===== src/rtl/crossing_pkg.sv =====
// ---------------------------------------------------------------------------
// crossing_pkg
// Shared types and constants for the river-crossing scheduler.
//   state_t      : scheduler states (IDLE, MOVE, LAND)
//   GRANT_*      : job codes carried on the grant output
//   CANOE_LAST_DEFAULT : far-bank value of the canoe track counter
//   BCD_MAX      : largest value of one BCD digit
//   priority_winner() : fixed-priority pick among simultaneous requests
// ---------------------------------------------------------------------------
package crossing_pkg;

    typedef enum logic [1:0] {
        IDLE = 2'd0,
        MOVE = 2'd1,
        LAND = 2'd2
    } state_t;

    localparam logic [1:0] GRANT_CAT   = 2'd0;
    localparam logic [1:0] GRANT_DOG   = 2'd1;
    localparam logic [1:0] GRANT_MOUSE = 2'd2;
    localparam logic [1:0] GRANT_CANOE = 2'd3;

    localparam int CANOE_LAST_DEFAULT = 15;

    localparam logic [3:0] BCD_MAX = 4'd9;

    // Cat beats dog beats mouse; if none of those asked, the job is a
    // canoe-only crossing (only meaningful when some request is present).
    function automatic logic [1:0] priority_winner(input logic cat,
                                                   input logic dog,
                                                   input logic mouse);
        if (cat)
            return GRANT_CAT;
        else if (dog)
            return GRANT_DOG;
        else if (mouse)
            return GRANT_MOUSE;
        else
            return GRANT_CANOE;
    endfunction

endpackage


===== src/rtl/bcd_move_counter.sv =====
// ---------------------------------------------------------------------------
// bcd_move_counter
// Two-digit BCD counter of completed crossings. Counts up by one on each
// cycle with inc high and sticks at 99.
// Ports:
//   clk   in  1  clock
//   rst   in  1  asynchronous active-high reset (clears to 00)
//   inc   in  1  add one this cycle
//   ones  out 4  BCD units digit
//   tens  out 4  BCD tens digit
// ---------------------------------------------------------------------------
module bcd_move_counter
    import crossing_pkg::*;
(
    input  logic       clk,
    input  logic       rst,
    input  logic       inc,
    output logic [3:0] ones,
    output logic [3:0] tens
);

    logic saturated;

    assign saturated = (ones == BCD_MAX) && (tens == BCD_MAX);

    // Units roll over 9 -> 0 and carry into tens; once both digits read 9
    // further increments are ignored so the display never wraps to 00.
    always_ff @(posedge clk or posedge rst) begin
        if (rst) begin
            ones <= 4'd0;
            tens <= 4'd0;
        end else if (inc && !saturated) begin
            if (ones == BCD_MAX) begin
                ones <= 4'd0;
                tens <= tens + 4'd1;
            end else begin
                ones <= ones + 4'd1;
            end
        end
    end

endmodule


===== src/rtl/crossing_scheduler.sv =====
// ---------------------------------------------------------------------------
// crossing_scheduler
// Sequences each river crossing of the cat/dog/mouse game: arbitrates the
// request pulses, checks legality, walks the canoe along its track at a
// divided movement tick, then flips bank positions and counts the move.
// Optional build macro: SAFETY_CHECK_EN -- when defined, a move that would
// leave the cat alone with the dog or the mouse on the departing bank is
// rejected as well.
// Parameters:
//   TICK_DIV    clk_1kHz cycles per movement tick
//   CANOE_LAST  far-bank value of cnt_canoe (ticks per transit)
// Ports:
//   clk_1kHz        in  1  system clock
//   btn_0_out       in  1  asynchronous active-high reset
//   en              in  1  play enabled, gates acceptance of requests
//   req_cat/dog/mouse/canoe in 1 each  single-cycle request pulses
//   busy            out 1  transit in progress (MOVE or LAND)
//   grant           out 2  active job code, held while idle
//   req_drop        out 1  pulse: a request was rejected
//   step_pulse      out 1  pulse on each movement tick
//   cnt_canoe       out 4  canoe track position
//   cnt_pass        out 2  column of the carried passenger
//   cat/dog/mouse/canoe_position out 1 each  0 near bank, 1 far bank
//   ones, tens      out 4 each  BCD count of completed crossings
//   done_pulse      out 1  pulse during the single LAND cycle
// ---------------------------------------------------------------------------
module crossing_scheduler
    import crossing_pkg::*;
#(
    parameter int TICK_DIV   = 250,
    parameter int CANOE_LAST = CANOE_LAST_DEFAULT
) (
    input  logic       clk_1kHz,
    input  logic       btn_0_out,
    input  logic       en,
    input  logic       req_cat,
    input  logic       req_dog,
    input  logic       req_mouse,
    input  logic       req_canoe,
    output logic       busy,
    output logic [1:0] grant,
    output logic       req_drop,
    output logic       step_pulse,
    output logic [3:0] cnt_canoe,
    output logic [1:0] cnt_pass,
    output logic       cat_position,
    output logic       dog_position,
    output logic       mouse_position,
    output logic       canoe_position,
    output logic [3:0] ones,
    output logic [3:0] tens,
    output logic       done_pulse
);

    localparam int DIV_W = (TICK_DIV > 1) ? $clog2(TICK_DIV) : 1;
    localparam logic [DIV_W-1:0] DIV_LAST = DIV_W'(TICK_DIV - 1);

    state_t           state;
    logic [DIV_W-1:0] tick_div;
    logic             any_req;
    logic [1:0]       winner;
    logic             winner_pos;
    logic             bank_ok;
    logic             safe_ok;
    logic             tick;
    logic [3:0]       cnt_next;
    logic             at_bank;

    assign any_req = req_cat | req_dog | req_mouse | req_canoe;
    assign winner  = priority_winner(req_cat, req_dog, req_mouse);

    // Bank of whoever won arbitration; a canoe-only job compares the canoe
    // with itself, which is why it is always bank-legal.
    always_comb begin
        winner_pos = canoe_position;
        case (winner)
            GRANT_CAT:   winner_pos = cat_position;
            GRANT_DOG:   winner_pos = dog_position;
            GRANT_MOUSE: winner_pos = mouse_position;
            default:     winner_pos = canoe_position;
        endcase
    end

    assign bank_ok = (winner_pos == canoe_position);

`ifdef SAFETY_CHECK_EN
    logic cat_stays;
    logic dog_stays;
    logic mouse_stays;

    // Animals left behind on the bank the canoe departs from; the cat may
    // not be left there with either of the others.
    always_comb begin
        cat_stays   = (cat_position   == canoe_position) && (winner != GRANT_CAT);
        dog_stays   = (dog_position   == canoe_position) && (winner != GRANT_DOG);
        mouse_stays = (mouse_position == canoe_position) && (winner != GRANT_MOUSE);
        safe_ok     = !(cat_stays && (dog_stays || mouse_stays));
    end
`else
    assign safe_ok = 1'b1;
`endif

    // Movement tick is the last divider count while moving. The next
    // canoe position depends on which bank the trip started from.
    assign tick       = (state == MOVE) && (tick_div == DIV_LAST);
    assign step_pulse = tick;
    assign cnt_next   = canoe_position ? (cnt_canoe - 4'd1) : (cnt_canoe + 4'd1);
    assign at_bank    = canoe_position ? (cnt_next == 4'd0)
                                       : (cnt_next == 4'(CANOE_LAST));

    // Scheduler FSM. Requests are only judged while idle; anything arriving
    // during a transit is answered with a drop pulse and otherwise ignored.
    // Positions change only on the edge leaving LAND, so the canoe direction
    // stays fixed for the whole transit.
    always_ff @(posedge clk_1kHz or posedge btn_0_out) begin
        if (btn_0_out) begin
            state          <= IDLE;
            tick_div       <= '0;
            busy           <= 1'b0;
            grant          <= GRANT_CAT;
            req_drop       <= 1'b0;
            done_pulse     <= 1'b0;
            cnt_canoe      <= 4'd0;
            cnt_pass       <= 2'd0;
            cat_position   <= 1'b0;
            dog_position   <= 1'b0;
            mouse_position <= 1'b0;
            canoe_position <= 1'b0;
        end else begin
            req_drop   <= 1'b0;
            done_pulse <= 1'b0;
            case (state)
                IDLE: begin
                    if (en && any_req) begin
                        if (bank_ok && safe_ok) begin
                            state    <= MOVE;
                            busy     <= 1'b1;
                            grant    <= winner;
                            tick_div <= '0;
                        end else begin
                            req_drop <= 1'b1;
                        end
                    end
                end
                MOVE: begin
                    if (en && any_req)
                        req_drop <= 1'b1;
                    if (tick) begin
                        tick_div  <= '0;
                        cnt_canoe <= cnt_next;
                        if (grant != GRANT_CANOE)
                            cnt_pass <= cnt_next[3:2];
                        if (at_bank) begin
                            state      <= LAND;
                            done_pulse <= 1'b1;
                        end
                    end else begin
                        tick_div <= tick_div + DIV_W'(1);
                    end
                end
                LAND: begin
                    if (en && any_req)
                        req_drop <= 1'b1;
                    state          <= IDLE;
                    busy           <= 1'b0;
                    canoe_position <= ~canoe_position;
                    case (grant)
                        GRANT_CAT:   cat_position   <= ~cat_position;
                        GRANT_DOG:   dog_position   <= ~dog_position;
                        GRANT_MOUSE: mouse_position <= ~mouse_position;
                        default:     ;
                    endcase
                end
                default: state <= IDLE;
            endcase
        end
    end

    // The move count advances on the same edge that leaves LAND.
    bcd_move_counter u_bcd (
        .clk  (clk_1kHz),
        .rst  (btn_0_out),
        .inc  (state == LAND),
        .ones (ones),
        .tens (tens)
    );

endmodule


===== config.mk =====
export PLATFORM = sky130hd
export DESIGN_NAME = crossing_scheduler
export DESIGN_NICKNAME = d
export VERILOG_FILES = /design/src/rtl/crossing_pkg.sv /design/src/rtl/bcd_move_counter.sv /design/src/rtl/crossing_scheduler.sv
export SDC_FILE = /design/constraint.sdc
export NUM_CORES = 1
export LEC_CHECK = 0
export BUFFER_PORTS_ARGS = -buffer_cell sky130_fd_sc_hd__buf_2
export CORE_UTILIZATION = 60
export DETAILED_ROUTE_END_ITERATION = 7
export PLACE_DENSITY = 0.84
export SETUP_SLACK_MARGIN = 0.05
export SLEW_MARGIN = 20
export SYNTH_ARGS = -nofsm -noshare
export SYNTH_HDL_FRONTEND = slang
export SYNTH_SLANG_ARGS = --single-unit

===== constraint.sdc =====
create_clock -name clk_1kHz -period 4 [get_ports clk_1kHz]
set_clock_uncertainty 0.2 [all_clocks]
set_input_delay 0.2 -clock clk_1kHz [delete_from_list [all_inputs] [get_ports clk_1kHz]]
set_output_delay 0.2 -clock clk_1kHz [all_outputs]
set_load 0.01 [all_outputs]

==> results.sh, run 1 <==
export IMPL_finalCriticalPeriod_ns=2.70
export IMPL_worst_path_max_fanout=14
export IMPL_grt_pass1_vias=1495
export IMPL_grtUsageTotal=0.257
export IMPL_synth_distinct_cells=49
export IMPL_antenna_cells=0
export IMPL_ys_warn_count=0
export IMPL_portBuffers=30
export IMPL_synth_seq_cells=33
export IMPL_ff2ff_path_depth=7
export IMPL_stdcell_area_mm2=0.00222
export IMPL_cp_required_ns=4.02
export IMPL_gp_congestion=0.857
export IMPL_wl_per_cell_um=13.9
export IMPL_worst_pin_slew_ns=0.833
export IMPL_slowest_stage="ha_1"
export IMPL_p_sw_frac=0.225
export IMPL_drive_above_1_share=0.206
export IMPL_seq_power_share=0.627
export IMPL_yosysTopAreaCell="dfrtp_1"
export IMPL_synth_edf_count=0
export IMPL_cp_num_cells=7
export IMPL_slew_headroom=0.437
export IMPL_rsz0062_at_grt="no"
export IMPL_cp_cell_sequence="inv_1 > ha_1 > inv_1 > or2_2 > a211oi_1 > nor2_1 > a211o_1"
export IMPL_synth_avg_cell_area_um2=9.97
export IMPL_clk_path_buf_depth=2
export IMPL_detail_route_vias_per_cell=5.75
export IMPL_hold_class="input pin to register"
export IMPL_p_total_mw=0.537
export IMPL_die_w_um=58.9
export IMPL_max_freq_mhz=370
export IMPL_yosys_top_cells_area="dfrtp_1, ha_1, xnor2_1"
export IMPL_switching_power_mw=0.121
export IMPL_drt_iter0_markers=85
export IMPL_cts_tree="done"
export IMPL_dp_cells=265
export IMPL_cts_htree_levels=2
export IMPL_grt_ovfl_total=0
export IMPL_power_leakage_nw=1.11
export IMPL_finalNonFillerCells=277
export IMPL_crit_path_start_kind="register"
export IMPL_die_area_mm2=0.00347
export IMPL_crit_path_frequent_cell="inv_1"
export IMPL_fin_nets=252
export IMPL_netlist_area_mm2=0.00194
export IMPL_powerDensity_mw_per_mm2=242
export IMPL_area_growth_pct=14.0
export IMPL_whs_path_depth=3
export IMPL_ios=31
export IMPL_drt_wl_total_mm=3.86
export IMPL_vias=1593
export IMPL_antenna_found_initial=0
export IMPL_core_region_area_mm2=0.00305
export IMPL_p_comb_frac=0.056
export IMPL_yosys_most_used_dff="dfrtp_1"
export IMPL_critical_path_class="register to register"
export IMPL_numCtsBuffers=5
export IMPL_root_buffer="clkbuf_4"
export IMPL_ff2ff_setup_slack_ns=1.30
export IMPL_grt_max_degree=34
export IMPL_postRouteAntennaNets=0
export IMPL_yosysTopAreaCellShare=0.425
export IMPL_drcViolationCount=0
export IMPL_place_detailed_hpwl_mm=2.88
export IMPL_end_kind="register"
export IMPL_postSynthCellCount=195
export IMPL_fin_setup_tns_ns=0
export IMPL_outcome="complete, no violations"
export IMPL_cap_viol_max_count=0
export IMPL_cts_clk_slew_worst_paths_ns=0.09
export IMPL_slowest_delay_ns=0.48
export IMPL_setup_violations=0
export IMPL_syn_num_nets=215
export IMPL_rows=20
export IMPL_fp_dieH_um=58.9
export IMPL_dr_pass1_iters=5
export IMPL_cp_arrival_ns=2.73
export IMPL_min_period_over_period=0.676
export IMPL_cts_sinks=33
export IMPL_hold_viol=0
export IMPL_insertion_delay_ns=0.33
export IMPL_ir_worst_vdd_v=0.000199
export IMPL_critPathBufInv=2
export IMPL_grt_pass1_wl_mm=6.50
export IMPL_cp_top_family="compound AO/OA/AOI/OAI gates"
export IMPL_yosysSeqAreaShare=0.425
export IMPL_internal_power_mw=0.416
export IMPL_p_clk_frac=0.318
export IMPL_ys_async_sr_fraction=1.00
export IMPL_placed_cell_area_mm2=0.00213
export IMPL_slew_viol_final=0
export IMPL_initial_core_util=0.637
==> worst register-to-register path, cell delays in order (launching register included) <==
cell and delay [ns]:
dfrtp_1 0.43, inv_1 0.12, ha_1 0.48, inv_1 0.24
or2_2 0.36, a211oi_1 0.33, nor2_1 0.13, a211o_1 0.31
==> worst paths after layout <==
kind                              startpoint            to
worst max register to register      state[1]   tick_div[6]
max in group asynchronous          btn_0_out  cnt_canoe[2]
min in group asynchronous          btn_0_out      state[1]
worst min-delay path                      en      req_drop
worst max-delay path                state[1]   tick_div[6]
worst min register to register  cnt_canoe[2]  cnt_canoe[2]
==> cells by family (layout without fill, tap and decap cells) <==
kind of cell | count (synthesis) | in the layout | synth area share
xor+xnor | 12 | 12 | 0.0541
fa+ha+maj | 13 | 13 | 0.0875
buf+inv | 21 | 59 | 0.0457
compound gates | 48 | 48 | 0.189
flops | 33 | 33 | 0.425
simple gates | 62 | 62 | 0.167
mux | 6 | 6 | 0.0328
==> per-stage QoR <==
stage	util	hold slack (ns)	worst slack, ns
finish	0.726	0.0411	1.30
global route	0.726	0.0314	1.11
CTS	0.726	0.0179	1.33
detailed placement	0.697	0.108	1.34
global placement	0.697	0.0981	1.49
floorplan	-	0.0959	1.86
==> timing repair <==
item                                   CTS  global route
buffers inserted                         0             0
hold buffers                             4             0
setup endpoints to repair                0             0
gates resized for setup                  0             0
endpoints found under the hold margin   35             0
==> synth_stat cells (3+ instances only) <==
master	number
dfrtp_1	33
ha_1	12
a31oi_1	4
nor2_1	9
nand3b_1	5
o21ai_0	9
nand3_1	6
nor3_1	6
mux2_2	3
xnor2_1	8
or2_2	3
a21o_1	4
mux2i_1	3
nand2_1	18
a21oi_1	7
o211ai_1	3
xor2_1	4
o41ai_1	3
inv_1	16
==> sequential cells by signal, summed over array words and instances, names as in the netlist, 2 cells and up <==
register and cells:
cnt_canoe 4, cnt_pass 2, grant 2, state 2
tick_div 8, u_bcd.ones 4, u_bcd.tens 4
==> routing by layer <==
metal	up-vias	share of wire	track usage
met2	41	0.51	0.448
met3	7	0.031	0.0462
met5	-	0	0
met1	775	0.44	0.305
met4	0	0.021	0.126
li1	770	-	-
==> layout make-up <==
type | count | area, um^2
clock buffers | 8 | 48.8
fillers | 245 | 836
inverters | 16 | 60.1
multi-input cells | 141 | 1030
flip-flops and latches | 33 | 826
well taps | 44 | 55.1
repair buffers | 35 | 198
==> power groups by stage <==
stage / Combinational [mW] / Clock [mW] / Sequential, mW
floorplan: 0.0183 / 0 / 0.343
global placement: 0.0266 / 0 / 0.343
detailed placement: 0.0275 / 0 / 0.343
CTS: 0.0303 / 0.179 / 0.337
global route: 0.0336 / 0.193 / 0.337
finish: 0.0299 / 0.171 / 0.337
==> layout by cell type, fill, tap and decap left out, types with 5 or more instances in the layout <==
cell,count
nand2_1,18
a21oi_1,7
nand3_1,6
nand3b_1,5
dfrtp_1,33
o21ai_0,9
nor3_1,6
inv_1,16
clkbuf_4,5
xnor2_1,8
ha_1,12
buf_2,30
nor2_1,9
Power figures use the tool's default switching activity.
==> inputs of run 2 (changes only) <==
--- a/config.mk
+++ b/config.mk
@@ -6,9 +6,9 @@
 export NUM_CORES = 1
 export LEC_CHECK = 0
 export BUFFER_PORTS_ARGS = -buffer_cell sky130_fd_sc_hd__buf_2
-export CORE_UTILIZATION = 60
+export CORE_UTILIZATION = 51
 export DETAILED_ROUTE_END_ITERATION = 7
-export PLACE_DENSITY = 0.84
+export PLACE_DENSITY = 0.76
 export SETUP_SLACK_MARGIN = 0.05
 export SLEW_MARGIN = 20
 export SYNTH_ARGS = -nofsm -noshare
==> constraint.sdc (replaced) <==
create_clock -name clk_1kHz -period 2.31 [get_ports clk_1kHz]
set_clock_uncertainty 0.2 [all_clocks]
set_input_delay 0.1155 -clock clk_1kHz [delete_from_list [all_inputs] [get_ports clk_1kHz]]
set_output_delay 0.1155 -clock clk_1kHz [all_outputs]
set_load 0.01 [all_outputs]
==> results.sh, run 2 (synthesized netlist as in run 1, its figures left out) <==
export IMPL_layout_commonest_cell="dfrtp_1"
export IMPL_vias=1616
export IMPL_outcome="complete, no violations"
export IMPL_drive_above_1_share=0.257
export IMPL_cap_viol_max_count=0
export IMPL_insertion_delay_ns=0.28
export IMPL_root_buffer="clkbuf_8"
export IMPL_antenna_found_initial=0
export IMPL_fp_dieH_um=63.7
export IMPL_grt_max_degree=34
export IMPL_finalCriticalPeriod_ns=2.20
export IMPL_min_from="req_mouse"
export IMPL_postRouteAntennaNets=0
export IMPL_antenna_cells=0
export IMPL_grtUsageMet1=0.267
export IMPL_power_leakage_nw=1.18
export IMPL_top_register="tick_div"
export IMPL_grtUsageMet3=0.0500
export IMPL_ff2ff_setup_slack_ns=0.13
export IMPL_slew_headroom=0.697
export IMPL_worst_pin_slew_ns=0.451
export IMPL_core_region_area_mm2=0.00366
export IMPL_grt_pass1_wl_mm=6.90
export IMPL_cts_sinks=33
export IMPL_place_detailed_hpwl_mm=2.97
export IMPL_cp_arrival_ns=2.22
export IMPL_fin_nets=261
export IMPL_die_w_um=63.7
export IMPL_grt_busiest_layer="met2"
export IMPL_setup_violations=0
export IMPL_largest_reg_flops=8
export IMPL_grt_ovfl_total=0
export IMPL_ir_worst_vdd_v=0.000272
export IMPL_wl_per_cell_um=14.3
export IMPL_gp_congestion=0.864
export IMPL_ios=31
export IMPL_grt_pass1_vias=1564
export IMPL_clk_path_buf_depth=2
export IMPL_portBuffers=30
export IMPL_cts_tree="done"
export IMPL_crit_path_start_kind="input pin"
export IMPL_die_area_mm2=0.00406
export IMPL_drt_iter0_markers=127
export IMPL_r2r_start="canoe_position"
export IMPL_detail_route_vias_per_cell=5.59
export IMPL_initial_core_util=0.531
export IMPL_p_total_mw=1.07
export IMPL_fin_setup_tns_ns=0
export IMPL_drt_wl_total_mm=4.13
export IMPL_cts_clk_slew_worst_paths_ns=0.07
export IMPL_max_freq_mhz=454
export IMPL_dr_pass1_iters=6
export IMPL_cp_startpoint="req_dog"
export IMPL_hold_class="input pin to register"
export IMPL_cp_required_ns=2.33
export IMPL_use_met2=0.375
export IMPL_hold_viol=0
export IMPL_drcViolationCount=0
export IMPL_slew_viol_final=0
export IMPL_powerDensity_mw_per_mm2=456
export IMPL_rsz0062_at_grt="yes"
export IMPL_final_cell_mix="dfrtp_1, buf_2, nand2_1"
export IMPL_area_growth_pct=20.6
export IMPL_grtUsageTotal=0.220
export IMPL_min_period_over_period=0.954
export IMPL_cts_htree_levels=2
export IMPL_end_kind="register"
export IMPL_cts_setup_buffers=0
export IMPL_rows=22
export IMPL_numCtsBuffers=5
export IMPL_critical_path_class="input pin to register"
export IMPL_worst_path_max_fanout=15
[run 2: stage by stage]
step / hold slack (ns) / cell area [um^2] / cells / worst slack, ns / utilization
4_1_cts: 0.0580 / 2330 / 289 / 0.0956 / 0.636
3_5_place_dp: 0.0402 / 2200 / 278 / 0.00852 / 0.601
6_report: 0.0587 / 2340 / 289 / 0.107 / 0.640
3_3_place_gp: 0.0266 / 2200 / 278 / 0.142 / 0.601
2_1_floorplan: 0.0114 / 1940 / 195 / 0.171 / -
5_1_grt: 0.121 / 2340 / 289 / 0.0431 / 0.640
[run 2: path summary, 6_finish.rpt]
kind | cells after the start | endpoint
worst max-delay path | 7 | tick_div[1]
worst min-delay path | 3 | grant[0]
worst max register to register | 7 | state[1]
worst min register to register | 1 | u_bcd.tens[3]
max in group asynchronous | 4 | canoe_position
min in group asynchronous | 4 | mouse_position
[run 2: layout make-up]
class / instances / area [um^2]
fillers: 312 / 1320
well taps: 48 / 60.1
inverters: 16 / 60.1
multi-input cells: 141 / 1050
clock buffers: 7 / 86.3
repair buffers: 44 / 265
flip-flops and latches: 33 / 827
[run 2: repair_timing]
item / CTS / global route
pin swaps: 0 / 0
hold endpoints to repair: 36 / 0
endpoints found under the setup margin: 2 / 6
hold buffers: 4 / 0
resized for setup: 1 / 4
[run 2: worst max-delay path, cell delays in order]
cell and delay (ns):
dlygate4sd3_1 0.55, buf_2 0.16, and2b_1 0.16, o311a_1 0.35, a211o_4 0.42, a2111oi_4 0.36
a21o_1 0.11
[run 2: report_power, final]
group | switching (mW) | internal [mW] | leakage (nW)
combinational | 0.0329 | 0.0218 | 0.699
sequential | 0.00269 | 0.581 | 0.437
clock | 0.195 | 0.236 | 0.0443
total | 0.230 | 0.838 | 1.18
[run 2: layer usage]
metal / routed length, um / vias to the layer above
li1: - / 789
met1: 1890 / 786
met2: 2010 / 32
met3: 151 / 9
met4: 73 / 0
met5: 0 / -
==> inputs of run 3 (changes only) <==
--- a/config.mk
+++ b/config.mk
@@ -6,9 +6,9 @@
 export NUM_CORES = 1
 export LEC_CHECK = 0
 export BUFFER_PORTS_ARGS = -buffer_cell sky130_fd_sc_hd__buf_2
-export CORE_UTILIZATION = 51
+export CORE_UTILIZATION = 60
 export DETAILED_ROUTE_END_ITERATION = 7
-export PLACE_DENSITY = 0.76
+export PLACE_DENSITY = 0.84
 export SETUP_SLACK_MARGIN = 0.05
 export SLEW_MARGIN = 20
 export SYNTH_ARGS = -nofsm -noshare
==> constraint.sdc (replaced) <==
create_clock -name clk_1kHz -period 2.63 [get_ports clk_1kHz]
set_clock_uncertainty 0.2 [all_clocks]
set_input_delay 0.1315 -clock clk_1kHz [delete_from_list [all_inputs] [get_ports clk_1kHz]]
set_output_delay 0.1315 -clock clk_1kHz [all_outputs]
set_load 0.01 [all_outputs]
==> results.sh, run 3 (synthesized netlist as in run 1, its figures left out) <==
export IMPL_root_buffer="clkbuf_4"
export IMPL_powerDensity_mw_per_mm2=419
export IMPL_grt_max_degree=34
export IMPL_finalCriticalPeriod_ns=2.42
export IMPL_crit_path_start_kind="register"
export IMPL_grt_pass1_vias=1582
export IMPL_antenna_found_initial=0
export IMPL_cts_setup_buffers=0
export IMPL_drive_above_1_share=0.228
export IMPL_p_total_mw=0.956
export IMPL_cp_required_ns=2.69
export IMPL_rsz0062_at_grt="no"
export IMPL_grt_ovfl_total=0
export IMPL_max_freq_mhz=413
export IMPL_antenna_cells=0
export IMPL_postRouteAntennaNets=0
export IMPL_final_cell_mix="dfrtp_1, buf_2, nand2_1"
export IMPL_slew_headroom=0.631
export IMPL_insertion_delay_ns=0.34
export IMPL_fin_setup_tns_ns=0
export IMPL_wl_per_cell_um=15.4
export IMPL_hold_viol=0
export IMPL_hold_class="input pin to register"
export IMPL_slew_viol_final=0
export IMPL_critical_path_class="register to register"
export IMPL_cts_sinks=33
export IMPL_detail_route_vias_per_cell=5.90
export IMPL_die_w_um=58.9
export IMPL_min_period_over_period=0.921
export IMPL_cts_hold_buf=4
export IMPL_cap_viol_max_count=0
export IMPL_die_area_mm2=0.00347
export IMPL_area_growth_pct=17.4
export IMPL_slowest_stage="dfrtp_1"
export IMPL_rows=20
export IMPL_cp_arrival_ns=2.48
export IMPL_worst_path_max_fanout=8
export IMPL_end_kind="register"
export IMPL_worst_pin_slew_ns=0.550
export IMPL_gp_congestion=0.842
export IMPL_portBuffers=30
export IMPL_cts_clk_slew_worst_paths_ns=0.10
export IMPL_ir_worst_vdd_v=0.000377
export IMPL_cts_htree_levels=2
export IMPL_setup_violations=0
export IMPL_top_register="tick_div"
export IMPL_cts_resized=0
export IMPL_grtUsageTotal=0.277
export IMPL_power_leakage_nw=1.15
export IMPL_outcome="complete, no violations"
export IMPL_drcViolationCount=0
export IMPL_clk_path_buf_depth=2
export IMPL_largest_reg_flops=8
export IMPL_vias=1658
export IMPL_place_detailed_hpwl_mm=3.06
export IMPL_numCtsBuffers=5
export IMPL_core_region_area_mm2=0.00305
export IMPL_fin_nets=256
export IMPL_fp_dieH_um=58.9
export IMPL_initial_core_util=0.637
export IMPL_grt_pass1_wl_mm=6.98
export IMPL_ios=31
export IMPL_layout_commonest_cell="dfrtp_1"
export IMPL_cts_tree="done"
export IMPL_slowest_delay_ns=0.53
export IMPL_drt_wl_total_mm=4.32
export IMPL_dr_pass1_iters=4
export IMPL_drt_iter0_markers=101
export IMPL_cp_cell_sequence="inv_1 > fa_1 > xor2_1 > o21ai_0 > a31o_2 > a211oi_1"
[run 3: layout make-up]
class / count / area [um^2]
multi-input cells: 141 / 1030
flip-flops and latches: 33 / 826
fillers: 230 / 769
repair buffers: 39 / 228
inverters: 16 / 60.1
clock buffers: 7 / 55.1
well taps: 44 / 55.1
clock inverters: 1 / 30.0
[run 3: power breakdown]
part	switching [mW]	total, mW	internal (mW)
Sequential	0.00263	0.512	0.509
Combinational	0.0303	0.0494	0.0191
Clock	0.168	0.395	0.227
Total	0.201	0.956	0.755
[run 3: through the flow]
step | util | std cells | worst slack [ns] | hold slack [ns] | cell area, um^2
after floorplan | - | 195 | 0.491 | 0.0274 | 1940
after global placement | 0.707 | 269 | 0.412 | 0.0334 | 2160
after detailed placement | 0.707 | 269 | 0.293 | 0.0371 | 2160
after CTS | 0.748 | 281 | 0.245 | 0.0165 | 2280
after global routing | 0.748 | 281 | 0.144 | 0.0392 | 2280
final | 0.748 | 281 | 0.208 | 0.0498 | 2280
[run 3: critical path, delay by kind of cell (launching register included)]
family | cells | cell delay (ns)
fa+ha+maj | 1 | 0.40
buf+inv | 1 | 0.15
xor+xnor | 1 | 0.26
compound gates | 3 | 0.79
flops | 1 | 0.53
[run 3: layer usage]
layer  share of wire  vias up  track usage
met5               0        -            0
met2            0.50       78        0.464
li1                -      783            -
met1            0.39      780        0.311
met3           0.074       17       0.0901
met4           0.036        0        0.153
[run 3: path summary, 6_finish.rpt]
check,from,endpoint,slack (ns),cells past startpoint
worst min-delay path,req_mouse,grant[0],0.05,3
worst max register to register,canoe_position,state[0],0.21,6
max in group asynchronous,btn_0_out,u_bcd.tens[2],1.73,4
worst max-delay path,canoe_position,state[0],0.21,6
worst min register to register,u_bcd.tens[3],u_bcd.tens[3],0.31,1
min in group asynchronous,btn_0_out,cnt_canoe[1],0.20,4
